===== config.mk =====
export PLATFORM = sky130hd
export DESIGN_NAME = reset_sequencer_flat
export DESIGN_NICKNAME = d
export VERILOG_FILES = /design/src/rtl/reset_sequencer_if.sv /design/src/rtl/reset_sequencer.sv /design/src/flat_wrapper.sv
export SDC_FILE = /design/constraint.sdc
export NUM_CORES = 1
export LEC_CHECK = 0
export CAP_MARGIN = 20
export CORE_MARGIN = 1
export CORE_UTILIZATION = 45
export CTS_BUF_LIST = sky130_fd_sc_hd__clkbuf_8
export CTS_CLUSTER_DIAMETER = 50
export CTS_CLUSTER_SIZE = 24
export DETAILED_ROUTE_END_ITERATION = 10
export PLACE_DENSITY = 0.67
export SKIP_CTS_REPAIR_TIMING = 1
export SLEW_MARGIN = 0
export SYNTH_ARGS = -nofsm -noshare
export SYNTH_HDL_FRONTEND = slang
export SYNTH_SLANG_ARGS = --single-unit

===== constraint.sdc =====
create_clock -name clk -period 1.7 [get_ports clk]
set_clock_uncertainty 0.1 [all_clocks]
set_input_delay 0.34 -clock clk [delete_from_list [all_inputs] [get_ports clk]]
set_output_delay 0.34 -clock clk [all_outputs]
set_load 0.01 [all_outputs]

===== src/rtl/reset_sequencer_if.sv =====
// Signal bundle between the reset sequencer and the flop stages it feeds.
// The sequencer owns the reset outputs; the soft request comes from software control.
interface reset_sequencer_if;
    logic       soft_rst_req;
    logic       rst_async;
    logic       rst_sync;
    logic       ready;
    logic [1:0] state;

    modport master (
        input  soft_rst_req,
        output rst_async,
        output rst_sync,
        output ready,
        output state
    );

    modport slave (
        output soft_rst_req,
        input  rst_async,
        input  rst_sync,
        input  ready,
        input  state
    );
endinterface


===== src/rtl/reset_sequencer.sv =====
// Reset sequencer: async-assert / sync-release reset with a post-release hold,
// plus fixed-length synchronous soft-reset pulses triggered by request rising edges.
module reset_sequencer #(
    parameter int SYNC_STAGES = 2,
    parameter int HOLD_CYCLES = 4,
    parameter int SOFT_CYCLES = 3,
    parameter int CNT_W       = 8
) (
    input  logic                  clk,
    input  logic                  rst_async_n,
    reset_sequencer_if.master     seq_bus
);

    generate
        if (SYNC_STAGES < 2) begin : g_bad_sync
            $fatal(1, "reset_sequencer: SYNC_STAGES must be >= 2");
        end
        if (HOLD_CYCLES < 1 || SOFT_CYCLES < 1) begin : g_bad_count
            $fatal(1, "reset_sequencer: HOLD_CYCLES and SOFT_CYCLES must be >= 1");
        end
        if (CNT_W < 1 || CNT_W > 31) begin : g_bad_width
            $fatal(1, "reset_sequencer: CNT_W must be in 1..31");
        end else if (HOLD_CYCLES >= (1 << CNT_W) || SOFT_CYCLES >= (1 << CNT_W)) begin : g_bad_fit
            $fatal(1, "reset_sequencer: CNT_W too narrow for HOLD_CYCLES/SOFT_CYCLES");
        end
    endgenerate

    typedef enum logic [1:0] {
        ST_ASSERT = 2'd0,
        ST_HOLD   = 2'd1,
        ST_RUN    = 2'd2,
        ST_SOFT   = 2'd3
    } state_t;

    localparam logic [CNT_W-1:0] HOLD_LAST = CNT_W'(HOLD_CYCLES - 1);
    localparam logic [CNT_W-1:0] SOFT_LAST = CNT_W'(SOFT_CYCLES - 1);

    logic [SYNC_STAGES-1:0] sync_chain_reg;
    state_t                 state_reg;
    state_t                 state_next;
    logic [CNT_W-1:0]       cnt_reg;
    logic [CNT_W-1:0]       cnt_next;
    logic                   req_prev_reg;
    logic                   rst_async_reg;
    logic                   rst_async_next;
    logic                   rst_sync_reg;
    logic                   rst_sync_next;
    logic                   ready_reg;
    logic                   ready_next;
    logic                   soft_trigger;
    logic                   release_edge;

    // Release synchronizer: ones shift in from the low end after rst_async_n rises.
    always_ff @(posedge clk or negedge rst_async_n) begin
        if (!rst_async_n) begin
            sync_chain_reg <= '0;
        end else begin
            sync_chain_reg <= {sync_chain_reg[SYNC_STAGES-2:0], 1'b1};
        end
    end

    // HOLD is entered on the same edge the last chain stage turns 1, so the
    // release lands exactly SYNC_STAGES+HOLD_CYCLES edges after reset removal.
    assign release_edge = sync_chain_reg[SYNC_STAGES-2];
    assign soft_trigger = seq_bus.soft_rst_req & ~req_prev_reg;

    always_ff @(posedge clk or negedge rst_async_n) begin
        if (!rst_async_n) begin
            state_reg     <= ST_ASSERT;
            cnt_reg       <= '0;
            req_prev_reg  <= 1'b0;
            rst_async_reg <= 1'b1;
            rst_sync_reg  <= 1'b0;
            ready_reg     <= 1'b0;
        end else begin
            state_reg     <= state_next;
            cnt_reg       <= cnt_next;
            req_prev_reg  <= seq_bus.soft_rst_req;
            rst_async_reg <= rst_async_next;
            rst_sync_reg  <= rst_sync_next;
            ready_reg     <= ready_next;
        end
    end

    always_comb begin
        state_next = state_reg;
        cnt_next   = cnt_reg;
        case (state_reg)
            ST_ASSERT: begin
                cnt_next = '0;
                if (release_edge) begin
                    state_next = ST_HOLD;
                end
            end
            ST_HOLD: begin
                if (cnt_reg == HOLD_LAST) begin
                    state_next = ST_RUN;
                    cnt_next   = '0;
                end else begin
                    cnt_next = cnt_reg + CNT_W'(1);
                end
            end
            ST_RUN: begin
                cnt_next = '0;
                if (soft_trigger) begin
                    state_next = ST_SOFT;
                end
            end
            ST_SOFT: begin
                // Requests arriving mid-pulse are dropped, not queued.
                if (cnt_reg == SOFT_LAST) begin
                    state_next = ST_RUN;
                    cnt_next   = '0;
                end else begin
                    cnt_next = cnt_reg + CNT_W'(1);
                end
            end
            default: begin
                state_next = ST_ASSERT;
                cnt_next   = '0;
            end
        endcase

        // Outputs are decoded from the next state and registered, so they
        // change on the same edge as the state and never glitch.
        rst_async_next = (state_next == ST_ASSERT) || (state_next == ST_HOLD);
        rst_sync_next  = (state_next == ST_SOFT);
        ready_next     = (state_next == ST_RUN);
    end

    assign seq_bus.rst_async = rst_async_reg;
    assign seq_bus.rst_sync  = rst_sync_reg;
    assign seq_bus.ready     = ready_reg;
    assign seq_bus.state     = state_reg;

endmodule


===== src/flat_wrapper.sv =====
// flat-port wrapper written by rule: the top's interface ports become plain ports
module reset_sequencer_flat 
#(
    parameter int SYNC_STAGES = 2,
    parameter int HOLD_CYCLES = 4,
    parameter int SOFT_CYCLES = 3,
    parameter int CNT_W       = 8
)
  (clk, rst_async_n, seq_bus_soft_rst_req, seq_bus_rst_async, seq_bus_rst_sync, seq_bus_ready, seq_bus_state);
  reset_sequencer_if seq_bus_i ();
  input  logic clk;
  input  logic rst_async_n;
  input wire logic [$bits(seq_bus_i.soft_rst_req)-1:0] seq_bus_soft_rst_req;
  output wire logic [$bits(seq_bus_i.rst_async)-1:0] seq_bus_rst_async;
  output wire logic [$bits(seq_bus_i.rst_sync)-1:0] seq_bus_rst_sync;
  output wire logic [$bits(seq_bus_i.ready)-1:0] seq_bus_ready;
  output wire logic [$bits(seq_bus_i.state)-1:0] seq_bus_state;
  assign seq_bus_i.soft_rst_req = seq_bus_soft_rst_req;
  assign seq_bus_rst_async = seq_bus_i.rst_async;
  assign seq_bus_rst_sync = seq_bus_i.rst_sync;
  assign seq_bus_ready = seq_bus_i.ready;
  assign seq_bus_state = seq_bus_i.state;
  reset_sequencer #(.SYNC_STAGES(SYNC_STAGES), .HOLD_CYCLES(HOLD_CYCLES), .SOFT_CYCLES(SOFT_CYCLES), .CNT_W(CNT_W)) u_core (.clk(clk), .rst_async_n(rst_async_n), .seq_bus(seq_bus_i));
endmodule

Word-level counts from Yosys, hierarchy flattened
Index checks and enable logic that the tools add are counted.
{"block": "classes", "n_shift": 0, "div": 0, "mux": 8, "n_lt_le_gt_ge": 0, "n_mul": 0, "addsub": 1, "n_bitwise": 2, "eq_ne": 8, "reduce_logical": 4}
{"operator": "$pmux W8 S3", "count": 1}
{"operator": "$eq A8 B2 Y1 const B", "count": 2}
{"operator": "$mux W8", "count": 2}
{"operator": "$add A8 B1 Y8 const B", "count": 1}
{"operator": "$eq A2 B2 Y1 const B", "count": 4}
{"operator": "$mux W2", "count": 4}
{"operator": "$pmux W2 S4", "count": 1}
{"operator": "$eq A2 B1 Y1 const B", "count": 2}
{"operator": "$logic_not A2 Y1", "count": 2}
{"operator": "$reduce_or A2 Y1", "count": 1}
{"operator": "$and A1 B1 Y1", "count": 1}
{"operator": "$logic_or A1 B1 Y1", "count": 1}
{"operator": "$not A1 Y1", "count": 1}
{"block": "word_totals", "inputBits": 3, "mem_bits_ro": 0, "mem_bits_rw": 0, "latchBits": 0, "word_cells": 30, "memories": 0, "output_inout_bits": 5, "register_bits": 15}

Logic depth before layout (Yosys ltp)
Gate-level depths: netlist of run 1.
{"block": "logic_depth", "word_depth": 6, "ltp_mapped": 5, "ltp_nobuf": 5}

Worst setup path before layout of run 1
No wires, ideal clock.
{"block": "synth_path", "kind": "register -> register", "from": "register u_core.cnt_reg[0]", "to": "register u_core.cnt_reg[5]", "slack_ns": 0.202, "required_ns": 1.523, "arrival_ns": 1.320, "setup_ns": 0.077, "stages_incl_launch_ff": 5, "synth_period_minus_slack_ns": 1.498, "path_buffers": 0, "path_cell_list": "dfrtp_1 > ha_1 > mux2_2 > a31o_2 > a21oi_1"}
{"block": "synth_between", "elab_chain_len": 3, "elab_cells_between_ends": 6, "cone_classes": "add/sub (1); eq/ne (2); mux (3)"}
{"item": "start, declared", "line": "reset_sequencer.sv:41", "source": "logic [CNT_W-1:0] cnt_reg;"}
{"item": "start signal, assigned", "line": "reset_sequencer.sv:77", "source": "cnt_reg <= cnt_next;"}
{"item": "$add A8 B1 Y8, or another cell as far along", "line": "reset_sequencer.sv:100, reset_sequencer.sv:115"}
{"item": "$mux W8 (on tied branches)", "line": "reset_sequencer.sv:111, reset_sequencer.sv:96"}
{"item": "$pmux W8 S3 *", "line": "reset_sequencer.sv:88", "source": "case (state_reg)"}
{"item": "named net u_core.cnt_next[5]", "line": "reset_sequencer.sv:42", "source": "logic [CNT_W-1:0] cnt_next;"}
Mark *: on every way through the listed nets, which the timed path passes. The rest lies on a longest branch.

Worst setup path after layout of run 1
{"block": "layout_path", "from": "register u_core.state_reg[0], in the netlist u_core.seq_bus.state[0]", "to": "output port seq_bus_state[0]"}
{"item": "start, declared", "line": "reset_sequencer.sv:39", "source": "state_t state_reg;"}
{"item": "start signal, assigned", "line": "reset_sequencer.sv:76", "source": "state_reg <= state_next;"}
{"item": "end, declared", "line": "flat_wrapper.sv:17", "source": "output wire logic [$bits(seq_bus_i.state)-1:0] seq_bus_state;"}
No word-level cell between the ends.

==> results.txt, run 1 <==
Result of the run -> finished, final reports clean
Number of rows created at floorplan -> 13
Kind of end point of the critical path -> output pin
DIE WIDTH -> 39.8 um
Tmin final -> 1640 ps
Combinational group share of total power -> 28.0%
Initial antenna violation count -> 0
Net count of the mapped netlist -> 62
Total iterations of the first detailed-routing run -> 4
Mean number of vias per cell -> 5.43
CP delay by family, top -> buffers and inverters
Average wire length per cell after detail routing -> 12.6 um
Net switching power -> 0.345 mW
Share of total power in sequential cells -> 45.6%
First-pass GRT wire length -> 1790 um
Leading area contributor after synthesis -> dfrtp_1
Chip Height -> 39.8 um
Share of the clock period used by the worst path after layout -> 96.7%
Maximum capacitance violations -> 0
Max FO, Critical Path -> 6
Clock edge transition at the registers on the reported setup and hold paths -> 60 ps
CTS HTree Levels -> 1
Maximum ir drop on the vdd rail -> 0.000704 V
Worst Path Buf+Inv -> 1
Leakage Power -> 0.361 nW
Core utilization of the finished layout -> 61.0%
YS warnings -> 0
Buffer depth of the longest clock path -> 2
Biggest cell delay along the critical path -> 550 ps
Area share of the largest cell type after synthesis -> 54.6%
Via count of the first global-routing pass -> 404
All-layer global routing usage -> 17.7%
Clock tree sinks -> 15
Worst reg2reg setup slack -> 120 ps
Initial core utilization -> 48.7%
Die area -> 1580 sq um
Kind of critical path -> reg2out
Cell Int Power -> 0.735 mW
Number of hold-slack violations in the final timing report -> 0
Post-synthesis async set-or-reset flop share -> 100%
Drc violations -> 0
Part of the Yosys area used for sequential elements -> 58.7%
Total Neg Setup Slack -> 0 ps
Fmax -> 608 MHz
Area inside the core boundary -> 1320 sq um
Gate Count Post-Synth -> 57
Average footprint of a synthesized cell -> 11.3 sq um
CP max stage cell -> clkdlybuf4s50_1
Most common flop cell mapped by yosys -> dfrtp_1
Number of nets with antenna violations after detailed routing -> 0
Total half-perimeter wirelength after legalization and detailed placement -> 770 um
Data required time of the worst path -> 1260 ps
Layout cell share with drive strength beyond 1 -> 21.1%
RSZ-0062 raised after global routing -> no
Category of the worst setup path launch point -> flop
Ranking of synthesized cells by area -> dfrtp_1 (55%), nor2_1 (4.7%), dfstp_2 (4.1%)
Final routed wirelength across all metal layers -> 1080 um
Clock buffers created by TritonCTS -> 3
Post-synthesis sequential element count -> 15
CTS Root Cell -> clkbuf_8
Final std cells w/o fill -> 86
Power per cell area -> 1340 nW/um^2
Final setup violation count -> 0
Nets@finish -> 77
Final global-route overflow total -> 0
Gp weighted congestion -> 0.801
Antenna cell count -> 0
WP data arrival -> 1200 ps
Most frequent cells in the layout -> dfrtp_1 (13), nor2_1 (8), clkdlybuf4s50_1 (6)
Path type of the worst min-delay path -> in2async
Vias -> 467
Cell count after placement -> 81
Port-buffer cells -> 7
Final total power -> 1.08 mW
List of cells traversed by the critical path -> clkdlybuf4s50_1
Unique cell type count in the Yosys netlist -> 24
Max reg flops -> 8
Insertion delay of the later-clocked pin in the worst-skew pair -> 240 ps
DR iter-0 viols -> 8
Area growth syn-to-layout -> 25.1%
Leading cell type in the layout, fill and taps excluded -> dfrtp_1
Net Sw Frac -> 31.9%
Number of placed I/O pins -> 8
Clock tree from TritonCTS -> yes
Largest net degree at the start of global routing -> 10
Number of flops mapped to enable cells by yosys -> 0
Summed instance area of the synthesized netlist -> 642 sq um
Final count of pins violating max slew -> 0
Fraction of power consumed by the clock network -> 26.4%
Hold Worst Slack -> 264 ps
-- layout make-up --
class	instances	area, sq um
multi-input cells	38	250
clock inverters	1	5.00
fillers	110	514
well taps	15	18.8
flip-flops and latches	15	378
repair buffers	10	95.1
inverters	4	15.0
clock buffers	3	41.3
-- routing by layer --
metal,GRT usage (%),vias to the layer above,wire [um]
met3,3.41,2,44
met4,10.3,0,14
li1,-,225,-
met1,24.7,227,558
met2,25.0,13,466
met5,0,-,0
-- through the flow --
step | area, sq um | setup slack (ps)
2_1_floorplan | 642 | 202
3_3_place_gp | 746 | 159
3_5_place_dp | 746 | 132
4_1_cts | 792 | -22.0
5_1_grt | 803 | 26.1
6_report | 803 | 56.5
-- path summary, 6_finish.rpt --
path                                          start                      end  cells after the start
min                                     rst_async_n  u_core.seq_bus.rst_sync                      1
min reg2reg                u_core.sync_chain_reg[0]  u_core.seq_bus.state[0]                      2
min in group clk           u_core.sync_chain_reg[0]  u_core.seq_bus.state[0]                      2
max reg2reg                       u_core.cnt_reg[0]        u_core.cnt_reg[5]                      5
max in group asynchronous               rst_async_n  u_core.seq_bus.state[0]                      2
max                         u_core.seq_bus.state[0]         seq_bus_state[0]                      1
-- Yosys cell counts, drive strengths merged, types with 2 or more instances --
library cell	n
inv	4
or3	3
ha	2
nand3	4
nor2	8
xor2	2
a21oi	3
o21ai	4
dfrtp	14
-- kinds of logic (layout without fill, tap and decap cells) --
kind of cell | count (synthesis) | in the layout | synth area share, %
and+or+nand+nor | 20 | 20 | 16.6
DFF | 15 | 15 | 58.7
AOI/OAI and AO/OA | 11 | 11 | 12.1
buffers and inverters | 4 | 18 | 2.34
xor gates and xnor gates | 3 | 3 | 4.09
adders and majority gates | 2 | 2 | 3.90
other | 1 | 1 | 0.584
muxes | 1 | 1 | 1.75
-- power by group through the flow --
stage	clock, mW	combinational (mW)	sequential [mW]
after floorplan	0	0.167	0.500
after global routing	0.302	0.337	0.506
after CTS	0.289	0.304	0.492
final	0.285	0.303	0.492
after global placement	0	0.299	0.496
after detailed placement	0	0.299	0.499
No activity file was read; power rests on OpenSTA's default activity.
==> run 2: changes to the inputs <==
--- a/config.mk
+++ b/config.mk
@@ -5,15 +5,17 @@
 export SDC_FILE = /design/constraint.sdc
 export NUM_CORES = 1
 export LEC_CHECK = 0
+export ABC_AREA = 1
 export CAP_MARGIN = 20
+export CORE_ASPECT_RATIO = 1.2
 export CORE_MARGIN = 1
 export CORE_UTILIZATION = 45
 export CTS_BUF_LIST = sky130_fd_sc_hd__clkbuf_8
 export CTS_CLUSTER_DIAMETER = 50
 export CTS_CLUSTER_SIZE = 24
 export DETAILED_ROUTE_END_ITERATION = 10
-export PLACE_DENSITY = 0.67
-export SKIP_CTS_REPAIR_TIMING = 1
+export PLACE_DENSITY = 0.66
+export SKIP_LAST_GASP = 1
 export SLEW_MARGIN = 0
 export SYNTH_ARGS = -nofsm -noshare
 export SYNTH_HDL_FRONTEND = slang
==> run 2 against run 1 <==
Effect of this change: design area is 17% higher; largest cell class unchanged; non-clock buffer count is 1 lower; via count is 30% higher; core utilization is 3.3 points lower; register-to-register slack better by 230 ps; wire length is 32% higher; synthesized cell count is 61% higher; critical path type unchanged; critical endpoint unchanged; hold slack better by 37 ps; sequential cell count stayed put; maximum frequency is 0.36% higher; setup slack better by 5.9 ps.
==> results.txt, run 2 <==
Number of hold-slack violations in the final timing report -> 0 (unchanged)
Leading area contributor after synthesis -> dfrtp_1
CTS Root Cell -> clkbuf_8
WP data arrival -> 1200 ps (about the same)
CP max stage cell -> clkdlybuf4s50_1
Via count of the first global-routing pass -> 526 (+30%)
Vias -> 608 (+30%)
Gp weighted congestion -> 0.763 (-4.7%)
DIE WIDTH -> 40.1 um (+0.73%)
Result of the run -> finished, final reports clean
Clock buffers created by TritonCTS -> 3 (unchanged)
Area share of the largest cell type after synthesis -> 44.8% (-9.8 points)
Max reg flops -> 8 (unchanged)
Post-synthesis async set-or-reset flop share -> 100% (unchanged)
Number of placed I/O pins -> 8 (unchanged)
Summed instance area of the synthesized netlist -> 782 sq um (+22%)
List of cells traversed by the critical path -> clkdlybuf4s50_1
Biggest cell delay along the critical path -> 550 ps (about the same)
Category of the worst setup path launch point -> flop
Mean number of vias per cell -> 4.94 (-9.0%)
Leading cell type in the layout, fill and taps excluded -> nand2_1
Initial antenna violation count -> 0 (unchanged)
Nets@finish -> 111 (+44%)
Largest net degree at the start of global routing -> 16 (+6)
Antenna cell count -> 0 (unchanged)
Final routed wirelength across all metal layers -> 1430 um (+32%)
Layout cell share with drive strength beyond 1 -> 20.0% (-1.1 points)
Cell count after placement -> 119 (+47%)
Top cell types by occurrence after synthesis -> nand2_1 (18), nand3_1 (17), dfrtp_1 (14), inv_1 (11), nor2_1 (6)
Average wire length per cell after detail routing -> 11.6 um (-7.6%)
Total iterations of the first detailed-routing run -> 6 (+2)
Port-buffer cells -> 7 (unchanged)
Total Neg Setup Slack -> 0 ps (unchanged)
All-layer global routing usage -> 17.5% (-0.27 points)
Most repeated cell in the gate-level netlist after synthesis -> nand2_1
Max FO, Critical Path -> 6 (unchanged)
Kind of end point of the critical path -> output pin
Post-synthesis sequential element count -> 15 (unchanged)
Power per cell area -> 1220 nW/um^2 (-9.4%)
Most common flop cell mapped by yosys -> dfrtp_1
Final global-route overflow total -> 0 (unchanged)
Most frequent cells in the layout -> nand2_1 (18), nand3_1 (17), dfrtp_1 (13)
Net count of the mapped netlist -> 97 (+56%)
Path type of the worst min-delay path -> in2async
Final std cells w/o fill -> 123 (+43%)
Area growth syn-to-layout -> 19.7%
Final setup violation count -> 0 (unchanged)
Worst Path Buf+Inv -> 1 (unchanged)
Final count of pins violating max slew -> 0 (unchanged)
Unique cell type count in the Yosys netlist -> 21 (-13%)
Ranking of synthesized cells by area -> dfrtp_1 (45%), nand3_1 (11%), nand2_1 (8.6%)
First-pass GRT wire length -> 2220 um (+24%)
Leakage Power -> 0.454 nW (+26%)
Area inside the core boundary -> 1620 sq um (+23%)
Die area -> 1910 sq um (+21%)
Average footprint of a synthesized cell -> 8.50 sq um (-25%)
CP delay by family, top -> buffers and inverters
Clock edge transition at the registers on the reported setup and hold paths -> 60 ps (about the same)
Data required time of the worst path -> 1260 ps (about the same)
Buffer depth of the longest clock path -> 2 (unchanged)
Tmin final -> 1640 ps (-5.87 ps)
RSZ-0062 raised after global routing -> no
Number of nets with antenna violations after detailed routing -> 0 (unchanged)
Part of the Yosys area used for sequential elements -> 48.2% (-11 points)
Number of flops mapped to enable cells by yosys -> 0 (unchanged)
Drc violations -> 0 (unchanged)
Maximum ir drop on the vdd rail -> 0.000762 V (+8.2%)
Maximum capacitance violations -> 0 (unchanged)
Clock tree from TritonCTS -> yes
CTS HTree Levels -> 1 (unchanged)
Chip Height -> 47.7 um (+20%)
Initial core utilization -> 48.2% (-0.49 points)
DR iter-0 viols -> 11 (+3)
Gate Count Post-Synth -> 92 (+61%)
Insertion delay of the later-clocked pin in the worst-skew pair -> 240 ps (about the same)
Share of the clock period used by the worst path after layout -> 96.3% (-0.35 points)
Filler cells -> 162 (+47%)
Clock tree sinks -> 15 (unchanged)
Kind of critical path -> reg2out
Total half-perimeter wirelength after legalization and detailed placement -> 1050 um (+36%)
YS warnings -> 0 (unchanged)
Fmax -> 611 MHz (+0.36%)
Number of rows created at floorplan -> 16 (+3)
run 2: worst paths after layout:
| check | start | end | slack [ps] | cells past startpoint |
|---|---|---|---|---|
| setup / recovery | u_core.seq_bus.state[0] | seq_bus_state[0] | 60 | 1 |
| hold / removal | rst_async_n | u_core.cnt_reg[6] | 300 | 2 |
| setup reg to reg | u_core.seq_bus.state[1] | u_core.cnt_reg[1] | 350 | 5 |
| hold reg to reg | u_core.seq_bus.state[0] | u_core.seq_bus.rst_async | 410 | 1 |
| max in group asynchronous | rst_async_n | u_core.seq_bus.rst_async | 950 | 2 |
| min in group clk | u_core.seq_bus.state[0] | u_core.seq_bus.rst_async | 410 | 1 |
run 2: layout make-up:
type	count	area (sq um)	area share [%]
clock buffer	3	41.3	4.41
clock inverter	1	5.00	0.535
inverter	14	52.6	5.61
multi-input combinational	63	353	37.7
sequential	15	378	40.4
tap	18	22.5	2.41
timing repair buffer	9	83.8	8.96
run 2: per-stage QoR:
step	hold slack (ps)	setup slack (ps)	instance area, sq um	power, mW	utilization (%)
finish	302	62.4	936	1.14	57.7
global route	345	30.9	936	1.21	57.7
CTS	311	5.63	935	1.15	57.6
detailed placement	397	211	890	0.858	54.9
global placement	395	243	890	0.844	54.9
floorplan	-55.6	478	782	0.715	-
run 2: per-layer routing:
layer / global-route usage, % / part of all wire [%] / vias to the layer above
met3: 4.19 / 2.6 / 0
met4: 2.07 / 0 / 0
li1: - / - / 317
met2: 29.4 / 49 / 5
met1: 23.3 / 48 / 286
met5: 0 / 0 / -
run 2: what timing repair did:
item | CTS | global route
endpoints found under the setup margin | 1 | 1
endpoints found under the hold margin | 0 | 0
setup buffers | 0 | 0
hold buffers | 0 | 0
resized for setup | 1 | 1
pin swaps | 0 | 0
run 2: cell families after synthesis:
group	share of synthesized area (%)
DFF	48.2
adders and majority gates	3.20
xor gates and xnor gates	3.36
and+or+nand+nor	33.3
other	0.480
buffers and inverters	6.72
AOI/OAI and AO/OA	4.80
run 2: power by group:
part	leakage, nW	switching (mW)	internal [mW]
registers	0.186	0.0598	0.425
logic	0.243	0.212	0.157
clock network	0.0255	0.124	0.162
==> run 3: changes to the inputs <==
--- a/config.mk
+++ b/config.mk
@@ -12,7 +12,7 @@
 export CORE_UTILIZATION = 45
 export CTS_BUF_LIST = sky130_fd_sc_hd__clkbuf_8
 export CTS_CLUSTER_DIAMETER = 50
-export CTS_CLUSTER_SIZE = 24
+export CTS_CLUSTER_SIZE = 20
 export DETAILED_ROUTE_END_ITERATION = 10
 export PLACE_DENSITY = 0.66
 export SKIP_LAST_GASP = 1
==> results of run 3 <==
Same layout as run 2: the final DEF is identical, and so are final timing and power.
